[config.mk]
export PLATFORM = sky130hd
export DESIGN_NAME = vga_tile_timing_flat
export DESIGN_NICKNAME = d
export VERILOG_FILES = /design/src/rtl/vga_tile_timing_if.sv /design/src/rtl/vga_tile_timing.sv /design/src/flat_wrapper.sv
export SDC_FILE = /design/constraint.sdc
export NUM_CORES = 1
export LEC_CHECK = 0
export CAP_MARGIN = 10
export CORE_MARGIN = 5
export CORE_UTILIZATION = 35
export DETAILED_ROUTE_END_ITERATION = 10
export PLACE_DENSITY = 0.63
export SLEW_MARGIN = 20
export SYNTH_ARGS = -nofsm -noshare
export SYNTH_HDL_FRONTEND = slang
export SYNTH_SLANG_ARGS = --single-unit
export TNS_END_PERCENT = 30
[constraint.sdc]
create_clock -name clk -period 2.5 [get_ports clk]
set_input_delay 0.375 -clock clk [delete_from_list [all_inputs] [get_ports clk]]
set_output_delay 0.375 -clock clk [all_outputs]
set_load 0.05 [all_outputs]
[src/rtl/vga_tile_timing_if.sv]
// Scan/render bus between the raster timing generator and the board renderer.
interface vga_tile_timing_if #(
  parameter int unsigned CNT_W      = 12,
  parameter int unsigned TILE_SHIFT = 5,
  parameter int unsigned RGB_W      = 12
);
  logic                        pix_ce;
  logic [CNT_W-1:0]            addr_h;
  logic [CNT_W-1:0]            addr_v;
  logic [CNT_W-TILE_SHIFT-1:0] tile_x;
  logic [CNT_W-TILE_SHIFT-1:0] tile_y;
  logic [TILE_SHIFT-1:0]       sub_x;
  logic [TILE_SHIFT-1:0]       sub_y;
  logic                        frame_start;
  logic                        line_start;
  logic [RGB_W-1:0]            rgb_i;
  logic                        h_sync;
  logic                        v_sync;
  logic                        de;
  logic [RGB_W-1:0]            rgb_o;

  // Timing generator side
  modport master (
    input  pix_ce, rgb_i,
    output addr_h, addr_v, tile_x, tile_y, sub_x, sub_y,
    output frame_start, line_start, h_sync, v_sync, de, rgb_o
  );

  // Renderer / display side
  modport slave (
    output pix_ce, rgb_i,
    input  addr_h, addr_v, tile_x, tile_y, sub_x, sub_y,
    input  frame_start, line_start, h_sync, v_sync, de, rgb_o
  );
endinterface

[src/rtl/vga_tile_timing.sv]
// Parametrised VGA raster timing with tile addressing and a latency-matched
// sync/blank path so renderer RGB and syncs leave the block aligned.
module vga_tile_timing #(
  parameter int unsigned H_ACTIVE   = 640,
  parameter int unsigned H_FP       = 16,
  parameter int unsigned H_SYNC     = 96,
  parameter int unsigned H_BP       = 48,
  parameter int unsigned V_ACTIVE   = 480,
  parameter int unsigned V_FP       = 10,
  parameter int unsigned V_SYNC     = 2,
  parameter int unsigned V_BP       = 33,
  parameter bit          H_POL      = 1'b0,
  parameter bit          V_POL      = 1'b0,
  parameter int unsigned CNT_W      = 12,
  parameter int unsigned TILE_SHIFT = 5,
  parameter int unsigned PIPE_LAT   = 2,
  parameter int unsigned RGB_W      = 12
) (
  input logic           clk,
  input logic           rst,
  vga_tile_timing_if.master vid
);

  localparam int unsigned H_TOTAL = H_ACTIVE + H_FP + H_SYNC + H_BP;
  localparam int unsigned V_TOTAL = V_ACTIVE + V_FP + V_SYNC + V_BP;
  localparam int unsigned LAST    = PIPE_LAT - 1;

  localparam logic [CNT_W-1:0] H_LAST = CNT_W'(H_TOTAL - 1);
  localparam logic [CNT_W-1:0] V_LAST = CNT_W'(V_TOTAL - 1);
  localparam logic [CNT_W-1:0] H_ACT  = CNT_W'(H_ACTIVE);
  localparam logic [CNT_W-1:0] V_ACT  = CNT_W'(V_ACTIVE);
  localparam logic [CNT_W-1:0] HS_BEG = CNT_W'(H_ACTIVE + H_FP);
  localparam logic [CNT_W-1:0] HS_END = CNT_W'(H_ACTIVE + H_FP + H_SYNC);
  localparam logic [CNT_W-1:0] VS_BEG = CNT_W'(V_ACTIVE + V_FP);
  localparam logic [CNT_W-1:0] VS_END = CNT_W'(V_ACTIVE + V_FP + V_SYNC);

  typedef struct packed {
    logic act;
    logic hs;
    logic vs;
  } pos_flags_t;

  logic [1:0]       rst_sync_q;
  logic             rst_int;
  logic             tick;
  logic             load;
  logic             h_wrap;
  logic             v_wrap;
  pos_flags_t       flags_c;

  logic [CNT_W-1:0] addr_h_q, addr_h_d;
  logic [CNT_W-1:0] addr_v_q, addr_v_d;
  pos_flags_t [PIPE_LAT-1:0] dl_q, dl_d;
  logic             de_q, de_d;
  logic             h_sync_q, h_sync_d;
  logic             v_sync_q, v_sync_d;
  logic [RGB_W-1:0] rgb_o_q, rgb_o_d;
  logic             line_start_q, line_start_d;
  logic             frame_start_q, frame_start_d;

  // Reset asserts asynchronously, releases two clocks later in step with clk
  always_ff @(posedge clk or posedge rst) begin
    if (rst) rst_sync_q <= 2'b11;
    else     rst_sync_q <= {rst_sync_q[0], 1'b0};
  end

  assign rst_int = rst_sync_q[1];
  assign tick    = vid.pix_ce;

  // Counter advance, position flags, delay-line shift and output next-state
  always_comb begin
    h_wrap   = (addr_h_q == H_LAST);
    v_wrap   = (addr_v_q == V_LAST);
    addr_h_d = h_wrap ? '0 : addr_h_q + CNT_W'(1);
    addr_v_d = addr_v_q;
    if (h_wrap) addr_v_d = v_wrap ? '0 : addr_v_q + CNT_W'(1);

    flags_c.act = (addr_h_q < H_ACT) && (addr_v_q < V_ACT);
    flags_c.hs  = (addr_h_q >= HS_BEG) && (addr_h_q < HS_END);
    flags_c.vs  = (addr_v_q >= VS_BEG) && (addr_v_q < VS_END);

    dl_d    = dl_q;
    dl_d[0] = flags_c;
    for (int i = 1; i < int'(PIPE_LAT); i++) dl_d[i] = dl_q[i-1];

    // Held in reset until the synchroniser releases: clear instead of advance
    if (rst_int) begin
      addr_h_d = '0;
      addr_v_d = '0;
      dl_d     = '0;
    end

    de_d     = dl_d[LAST].act;
    h_sync_d = dl_d[LAST].hs ? H_POL : ~H_POL;
    v_sync_d = dl_d[LAST].vs ? V_POL : ~V_POL;
    rgb_o_d  = dl_d[LAST].act ? vid.rgb_i : '0;

    load          = tick || rst_int;
    line_start_d  = tick && h_wrap && !rst_int;
    frame_start_d = line_start_d && v_wrap;
  end

  // State and registered outputs; strobes clear every clk, the rest hold without a tick
  always_ff @(posedge clk or posedge rst) begin
    if (rst) begin
      addr_h_q      <= '0;
      addr_v_q      <= '0;
      dl_q          <= '0;
      de_q          <= 1'b0;
      h_sync_q      <= ~H_POL;
      v_sync_q      <= ~V_POL;
      rgb_o_q       <= '0;
      line_start_q  <= 1'b0;
      frame_start_q <= 1'b0;
    end else begin
      line_start_q  <= line_start_d;
      frame_start_q <= frame_start_d;
      if (load) begin
        addr_h_q <= addr_h_d;
        addr_v_q <= addr_v_d;
        dl_q     <= dl_d;
        de_q     <= de_d;
        h_sync_q <= h_sync_d;
        v_sync_q <= v_sync_d;
        rgb_o_q  <= rgb_o_d;
      end
    end
  end

  assign vid.addr_h      = addr_h_q;
  assign vid.addr_v      = addr_v_q;
  assign vid.tile_x      = addr_h_q[CNT_W-1:TILE_SHIFT];
  assign vid.tile_y      = addr_v_q[CNT_W-1:TILE_SHIFT];
  assign vid.sub_x       = addr_h_q[TILE_SHIFT-1:0];
  assign vid.sub_y       = addr_v_q[TILE_SHIFT-1:0];
  assign vid.frame_start = frame_start_q;
  assign vid.line_start  = line_start_q;
  assign vid.h_sync      = h_sync_q;
  assign vid.v_sync      = v_sync_q;
  assign vid.de          = de_q;
  assign vid.rgb_o       = rgb_o_q;

endmodule

[src/flat_wrapper.sv]
// flat-port wrapper written by rule: the top's interface ports become plain ports
module vga_tile_timing_flat 
#(
  parameter int unsigned H_ACTIVE   = 640,
  parameter int unsigned H_FP       = 16,
  parameter int unsigned H_SYNC     = 96,
  parameter int unsigned H_BP       = 48,
  parameter int unsigned V_ACTIVE   = 480,
  parameter int unsigned V_FP       = 10,
  parameter int unsigned V_SYNC     = 2,
  parameter int unsigned V_BP       = 33,
  parameter bit          H_POL      = 1'b0,
  parameter bit          V_POL      = 1'b0,
  parameter int unsigned CNT_W      = 12,
  parameter int unsigned TILE_SHIFT = 5,
  parameter int unsigned PIPE_LAT   = 2,
  parameter int unsigned RGB_W      = 12
)
  (clk, rst, vid_pix_ce, vid_rgb_i, vid_addr_h, vid_addr_v, vid_tile_x, vid_tile_y, vid_sub_x, vid_sub_y, vid_frame_start, vid_line_start, vid_h_sync, vid_v_sync, vid_de, vid_rgb_o);
  vga_tile_timing_if #(.CNT_W(CNT_W), .TILE_SHIFT(TILE_SHIFT), .RGB_W(RGB_W)) vid_i ();
  input logic clk;
  input logic rst;
  input wire logic [$bits(vid_i.pix_ce)-1:0] vid_pix_ce;
  input wire logic [$bits(vid_i.rgb_i)-1:0] vid_rgb_i;
  output wire logic [$bits(vid_i.addr_h)-1:0] vid_addr_h;
  output wire logic [$bits(vid_i.addr_v)-1:0] vid_addr_v;
  output wire logic [$bits(vid_i.tile_x)-1:0] vid_tile_x;
  output wire logic [$bits(vid_i.tile_y)-1:0] vid_tile_y;
  output wire logic [$bits(vid_i.sub_x)-1:0] vid_sub_x;
  output wire logic [$bits(vid_i.sub_y)-1:0] vid_sub_y;
  output wire logic [$bits(vid_i.frame_start)-1:0] vid_frame_start;
  output wire logic [$bits(vid_i.line_start)-1:0] vid_line_start;
  output wire logic [$bits(vid_i.h_sync)-1:0] vid_h_sync;
  output wire logic [$bits(vid_i.v_sync)-1:0] vid_v_sync;
  output wire logic [$bits(vid_i.de)-1:0] vid_de;
  output wire logic [$bits(vid_i.rgb_o)-1:0] vid_rgb_o;
  assign vid_i.pix_ce = vid_pix_ce;
  assign vid_i.rgb_i = vid_rgb_i;
  assign vid_addr_h = vid_i.addr_h;
  assign vid_addr_v = vid_i.addr_v;
  assign vid_tile_x = vid_i.tile_x;
  assign vid_tile_y = vid_i.tile_y;
  assign vid_sub_x = vid_i.sub_x;
  assign vid_sub_y = vid_i.sub_y;
  assign vid_frame_start = vid_i.frame_start;
  assign vid_line_start = vid_i.line_start;
  assign vid_h_sync = vid_i.h_sync;
  assign vid_v_sync = vid_i.v_sync;
  assign vid_de = vid_i.de;
  assign vid_rgb_o = vid_i.rgb_o;
  vga_tile_timing #(.H_ACTIVE(H_ACTIVE), .H_FP(H_FP), .H_SYNC(H_SYNC), .H_BP(H_BP), .V_ACTIVE(V_ACTIVE), .V_FP(V_FP), .V_SYNC(V_SYNC), .V_BP(V_BP), .H_POL(H_POL), .V_POL(V_POL), .CNT_W(CNT_W), .TILE_SHIFT(TILE_SHIFT), .PIPE_LAT(PIPE_LAT), .RGB_W(RGB_W)) u_core (.clk(clk), .rst(rst), .vid(vid_i));
endmodule
==> reports/results.txt, run 1 <==
Count leader, synth: dfrtp_1
DIE WIDTH: 93.4 µm
Worst-margin pin slew: 0.595 ns
CTS tree: yes
Iter 0 DRT Violations: 127
RD Place Congestion: 0.804
TNS Setup: 0 ns
EDFF count, synth: 0
RSZ-0062 raised after global routing: false
Asr flop ratio synth: 100%
Flop and latch count out of synthesis: 46
CTS Buf Count: 5
Max Cap Viol: 0
Synth top area share: 43.2%
Status: complete, no violations
Hold Path Class: reg2reg
CP endpoint kind: output pin
DRT Wirelength: 5.95 mm
I/O pin count: 80
Detailed placement HPWL: 4.22 mm
Largest net degree at the start of global routing: 47
Post-route ant nets: 0
WP data required: 2.12 ns
Area Overhead vs Synth: 33.5%
Period utilization: 84.8%
Final Hold Fails: 0
Slowest CP cell: clkdlybuf4s50_1
Cell area after synthesis: 2430 µm²
Slew Viols, Final: 0
Num rows: 30
Global-route wire length before repair: 9.94 mm
PwrDens: 431 nW/µm²
Die height: 93.4 µm
Gr usage total: 14.1%
Worst path bufs/invs: 1
Fin worst setup slack: 0.379 ns
Yosys warns: 0
Max FO, Critical Path: 9
Top post-synthesis cells by count: dfrtp_1 (42), buf_4 (24), nand2_1 (20)
CP startpoint kind: register
Grt ovf: 0
Syn_nets: 267
Clock buffer depth: 2
Router iterations before antenna repair: 4
Syn avg cell area: 9.82 µm²
Setup repair bufs after CTS: 0
Wire per inst: 14.8 µm
Crit path cell chain: clkdlybuf4s50_1
Core footprint: 6790 µm²
Peak Freq: 471 MHz
Worst-skew pair later-pin latency: 0.31 ns
Final clock skew: 0.00988 ns
Clock slew at reported path FFs: 0.10 ns
Via-to-Cell Ratio: 5.12
Final #Nets: 323
Fill cell total of the finished layout: 640
Port bufs: 79
Die footprint: 8720 µm²
Rel. slew slack: 59.8%
H-tree Lvls: 2
Largest cells by area after synthesis: dfrtp_1 (43%), buf_4 (7.4%), a22o_1 (5.0%)
Via Count: 2053
Top cell family by delay on the critical path: buffers and inverters
CTS-repair resized insts: 0
Kind of critical path: reg2out
Register area share after synthesis: 47.5%
Clock sink count: 46
Syn Inst Count: 248
Lkg Pwr: 1.34 nW
Synth area leader: dfrtp_1
Hold buffer count at cts: 0
Top_reg_cell synth: dfrtp_1
Initial Utilization: 35.8%
Vias in the first global route: 2010
Share of cells above drive strength 1: 7.87%
Netlist cell types: 47
Setup-failing EPs final: 0
Dpl ws: 0.438 ns
Largest stage delay on the critical path: 0.88 ns
Root buf cell: clkbuf_8
Ant. Diodes: 0
Residual DRC: 0
Fin crit period: 2.12 ns
Worst VDD drop: 0.000220 V
Initial antenna violation count: 0
CP Data Arrival Time: 1.75 ns
==> state kept, by name, indices dropped and copies added, names as in the netlist <==
name	cells
u_core.rst_sync_q	2
u_core.vid.frame_start	1
u_core.vid.addr_h	12
u_core.vid.de	1
u_core.vid.addr_v	12
u_core.vid.line_start	1
u_core.vid.rgb_o	12
u_core.vid.v_sync	1
u_core.vid.h_sync	1
u_core.dl_q	3
==> through the flow <==
step,util [%],hold slack (ns),area (µm²),instances,total power [mW]
after detailed placement,46.5,0.353,3160,393,0.945
after global routing,47.8,0.367,3250,401,1.45
final,47.8,0.363,3250,401,1.40
after CTS,47.8,0.366,3250,401,1.41
after global placement,46.5,0.346,3160,393,0.943
after floorplan,-,0.345,2430,248,0.880
==> path summary, 6_finish.rpt <==
check	end	depth (start not counted)	slack, ns	from
max	vid_addr_h[5]	1	0.38	u_core.vid.addr_h[5]
min	u_core.rst_sync_q[1]	0	0.36	u_core.rst_sync_q[0]
max reg2reg	u_core.vid.addr_v[1]	5	0.51	u_core.vid.addr_h[0]
min reg2reg	u_core.rst_sync_q[1]	0	0.36	u_core.rst_sync_q[0]
max in group asynchronous	u_core.vid.addr_h[3]	3	1.57	rst
min in group asynchronous	u_core.vid.addr_v[1]	3	0.53	rst
==> routing by layer <==
metal | part of all wire (%) | track usage [%] | vias to the layer above
met5 | 0 | 0 | -
met3 | 5.6 | 3.06 | 8
met1 | 45 | 18.8 | 1005
li1 | - | - | 978
met4 | 1.4 | 4.76 | 0
met2 | 48 | 22.6 | 62
==> final cells by class <==
class / count / area, µm² / share of cell area [%]
Timing Repair Buffer: 84 / 828 / 25.5
Tap cell: 96 / 120 / 3.70
Clock inverter: 3 / 21.3 / 0.655
Inverter: 8 / 30.0 / 0.924
Sequential cell: 46 / 1160 / 35.6
Clock buffer: 5 / 68.8 / 2.12
Multi-Input combinational cell: 159 / 1020 / 31.5
==> layout by cell type, fill, tap and decap left out, types with 5 or more instances in the layout <==
master and count:
a21oi_1 5, a22o_1 14, and3_1 5, buf_4 5, clkbuf_8 5, clkdlybuf4s50_1 79
dfrtp_1 42, inv_1 6, nand2_1 20, nand3_1 15, nand4_1 14, nor2_1 15
nor3_1 6, o21ai_0 8
==> power breakdown <==
part           switching [mW]  internal [mW]
sequential             0.0136          0.758
combinational          0.0979         0.0594
clock                   0.275          0.197
total                   0.387           1.01
==> logic make-up after synthesis <==
family | count (synthesis) | synth area share (%)
other | 1 | 0.154
flip-flops | 46 | 47.5
adder cells (fa/ha/maj) | 4 | 2.06
AND/OR/NAND/NOR | 107 | 25.4
XOR/XNOR | 7 | 2.52
AO/OA/AOI/OAI | 40 | 12.0
buffers and inverters | 43 | 10.4
Power figures use the tool's default switching activity.
==> run 2: changes to the inputs <==
==> constraint.sdc (replaced) <==
create_clock -name clk -period 2 [get_ports clk]
set_input_delay 0.3 -clock clk [delete_from_list [all_inputs] [get_ports clk]]
set_output_delay 0.3 -clock clk [all_outputs]
set_load 0.05 [all_outputs]
==> reports/results.txt, run 2 (synthesized netlist as in run 1, its figures left out) <==
Status: complete, no violations
Root buf cell: clkbuf_8
NetSw: 0.472 mW (+22%)
Final Hold Fails: 0 (unchanged)
Setup-failing EPs final: 0 (unchanged)
Residual DRC: 0 (unchanged)
Num rows: 30 (unchanged)
Placed cells: 404 (+2.8%)
Power Total: 2.00 mW (+43%)
Fill cell total of the finished layout: 649 (+1.4%)
Final #Nets: 334 (+3.4%)
Setup repair bufs after CTS: 0 (unchanged)
Worst-skew pair later-pin latency: 0.30 ns (about the same)
Ant. Diodes: 0 (unchanged)
Worst path bufs/invs: 1 (unchanged)
Slowest CP cell: clkdlybuf4s50_1
CTS tree: yes
TNS Setup: 0 ns (unchanged)
Hold buffer count at cts: 0 (unchanged)
Die footprint: 8720 µm² (unchanged)
Global-route wire length before repair: 10.1 mm (+1.7%)
CP endpoint kind: output pin
Clock slew at reported path FFs: 0.09 ns (about the same)
Wire per inst: 14.3 µm (-3.4%)
Period utilization: 97.0%
Detailed placement HPWL: 4.30 mm (+1.9%)
Via-to-Cell Ratio: 5.07 (-1.0%)
Int Power: 1.53 mW (+51%)
Max Cap Viol: 0 (unchanged)
Vias in the first global route: 2094 (+4.2%)
Most common cell after layout, fill and taps aside: clkdlybuf4s50_1
Iter 0 DRT Violations: 92 (-28%)
Share of cells above drive strength 1: 14.2% (+6.4 points)
Max FO, Critical Path: 2 (-7)
Die height: 93.4 µm (unchanged)
H-tree Lvls: 2 (unchanged)
Hold Path Class: in2async
Port bufs: 79 (unchanged)
Crit path cell chain: clkdlybuf4s50_1
CP startpoint kind: register
CP Data Arrival Time: 1.64 ns (-0.11 ns)
Gr usage total: 14.4% (+0.32 points)
Worst-margin pin slew: 0.508 ns (-0.0872 ns)
Router iterations before antenna repair: 4 (unchanged)
Placed cell area: 3240 µm² (+2.5%)
Kind of critical path: reg2out
DRT Wirelength: 5.91 mm (-0.72%)
Lkg Pwr: 1.71 nW (+28%)
DIE WIDTH: 93.4 µm (unchanged)
Initial Utilization: 35.8% (unchanged)
Switching Share: 23.6% (-4.0 points)
RD Place Congestion: 0.805 (+0.11%)
RSZ-0062 raised after global routing: false
Worst VDD drop: 0.000363 V (+65%)
Top cell family by delay on the critical path: buffers and inverters
Clock sink count: 46 (unchanged)
Most frequent cells in the layout: clkdlybuf4s50_1 (56), dfrtp_1 (40), buf_4 (22)
Clock buffer depth: 2 (unchanged)
I/O pin count: 80 (unchanged)
Final clock skew: 0.0104 ns (+0.000492 ns)
CTS Buf Count: 5 (unchanged)
Via Count: 2088 (+1.7%)
Fin crit period: 1.94 ns
Clock power frac: 41.7% (+8.0 points)
Area Overhead vs Synth: 40.3%
Combinational share of power: 10.1% (-1.1 points)
Slew Viols, Final: 0 (unchanged)
Grt ovf: 0 (unchanged)
Largest net degree at the start of global routing: 47 (unchanged)
Largest stage delay on the critical path: 0.80 ns (-0.08 ns)
Initial antenna violation count: 0 (unchanged)
Non-filler instance count after layout: 412 (+2.7%)
Post-route cell area: 3420 µm² (+5.1%)
Peak Freq: 515 MHz
Worst hold slack: 0.343 ns (-0.0194 ns)
Post-route ant nets: 0 (unchanged)
Rel. slew slack: 66.0% (+6.2 points)
PwrDens: 586 nW/µm² (+36%)
Sequential Power Share: 48.2% (-6.9 points)
Core footprint: 6790 µm² (unchanged)
WP data required: 1.70 ns (-0.42 ns)
run 2: routing by layer:
layer  part of all wire [%]  global-route usage [%]  vias up
li1                       -                       -     1006
met1                     45                    18.8     1016
met2                     48                    23.8       61
met3                    5.4                    3.06        5
met4                    1.2                    4.64        0
met5                      0                       0        -
run 2: final cells by class:
type / instances / area [µm²] / share of cell area, %
flip-flops and latches: 46 / 1160 / 33.9
clock inverters: 3 / 68.8 / 2.01
multi-input cells: 159 / 1030 / 30.2
inverters: 8 / 30.0 / 0.879
clock buffers: 5 / 68.8 / 2.01
well taps: 96 / 120 / 3.52
repair buffers: 95 / 938 / 27.5
run 2: what timing repair did:
| action | in CTS | in global routing |
|---|---|---|
| resized for setup | 2 | 15 |
| endpoints found under the hold margin | 0 | 0 |
| endpoints found under the setup margin | 2 | 16 |
run 2: stage by stage:
step | setup WS (ns) | utilization, %
4_1_cts | 0.00136 | 49.7
5_1_grt | 0.00369 | 50.3
3_5_place_dp | 0.0623 | 47.7
6_report | 0.0600 | 50.3
3_3_place_gp | 0.0870 | 47.7
2_1_floorplan | 0.0451 | -
run 2: path summary, 6_finish.rpt:
| kind | start | endpoint | slack [ns] | depth (start not counted) |
|---|---|---|---|---|
| worst max-delay path | u_core.vid.h_sync | vid_h_sync | 0.06 | 1 |
| worst min-delay path | rst | u_core.vid.rgb_o[3] | 0.34 | 3 |
| worst min register to register | u_core.rst_sync_q[0] | u_core.rst_sync_q[1] | 0.35 | 0 |
| min in group clk | u_core.rst_sync_q[0] | u_core.rst_sync_q[1] | 0.35 | 0 |
| worst max register to register | u_core.vid.addr_v[1] | u_core.vid.addr_v[9] | 0.15 | 7 |
| max in group asynchronous | rst | u_core.rst_sync_q[0] | 1.38 | 3 |
run 2: power groups by stage:
| stage | combinational [mW] | clock [mW] | sequential [mW] |
|---|---|---|---|
| 6_report | 0.203 | 0.833 | 0.965 |
| 5_1_grt | 0.219 | 0.888 | 0.969 |
| 4_1_cts | 0.205 | 0.856 | 0.965 |
| 3_5_place_dp | 0.205 | 0 | 0.982 |
| 3_3_place_gp | 0.204 | 0 | 0.982 |
| 2_1_floorplan | 0.0779 | 0 | 1.02 |
==> run 3: changes to the inputs <==
--- a/config.mk
+++ b/config.mk
@@ -5,10 +5,11 @@
 export SDC_FILE = /design/constraint.sdc
 export NUM_CORES = 1
 export LEC_CHECK = 0
-export CAP_MARGIN = 10
+export CAP_MARGIN = 20
 export CORE_MARGIN = 5
 export CORE_UTILIZATION = 35
 export DETAILED_ROUTE_END_ITERATION = 10
+export GPL_ROUTABILITY_DRIVEN = 0
 export PLACE_DENSITY = 0.63
 export SLEW_MARGIN = 20
 export SYNTH_ARGS = -nofsm -noshare
==> results of run 3 <==
No change in the layout: final DEF, timing and power equal those of run 2.
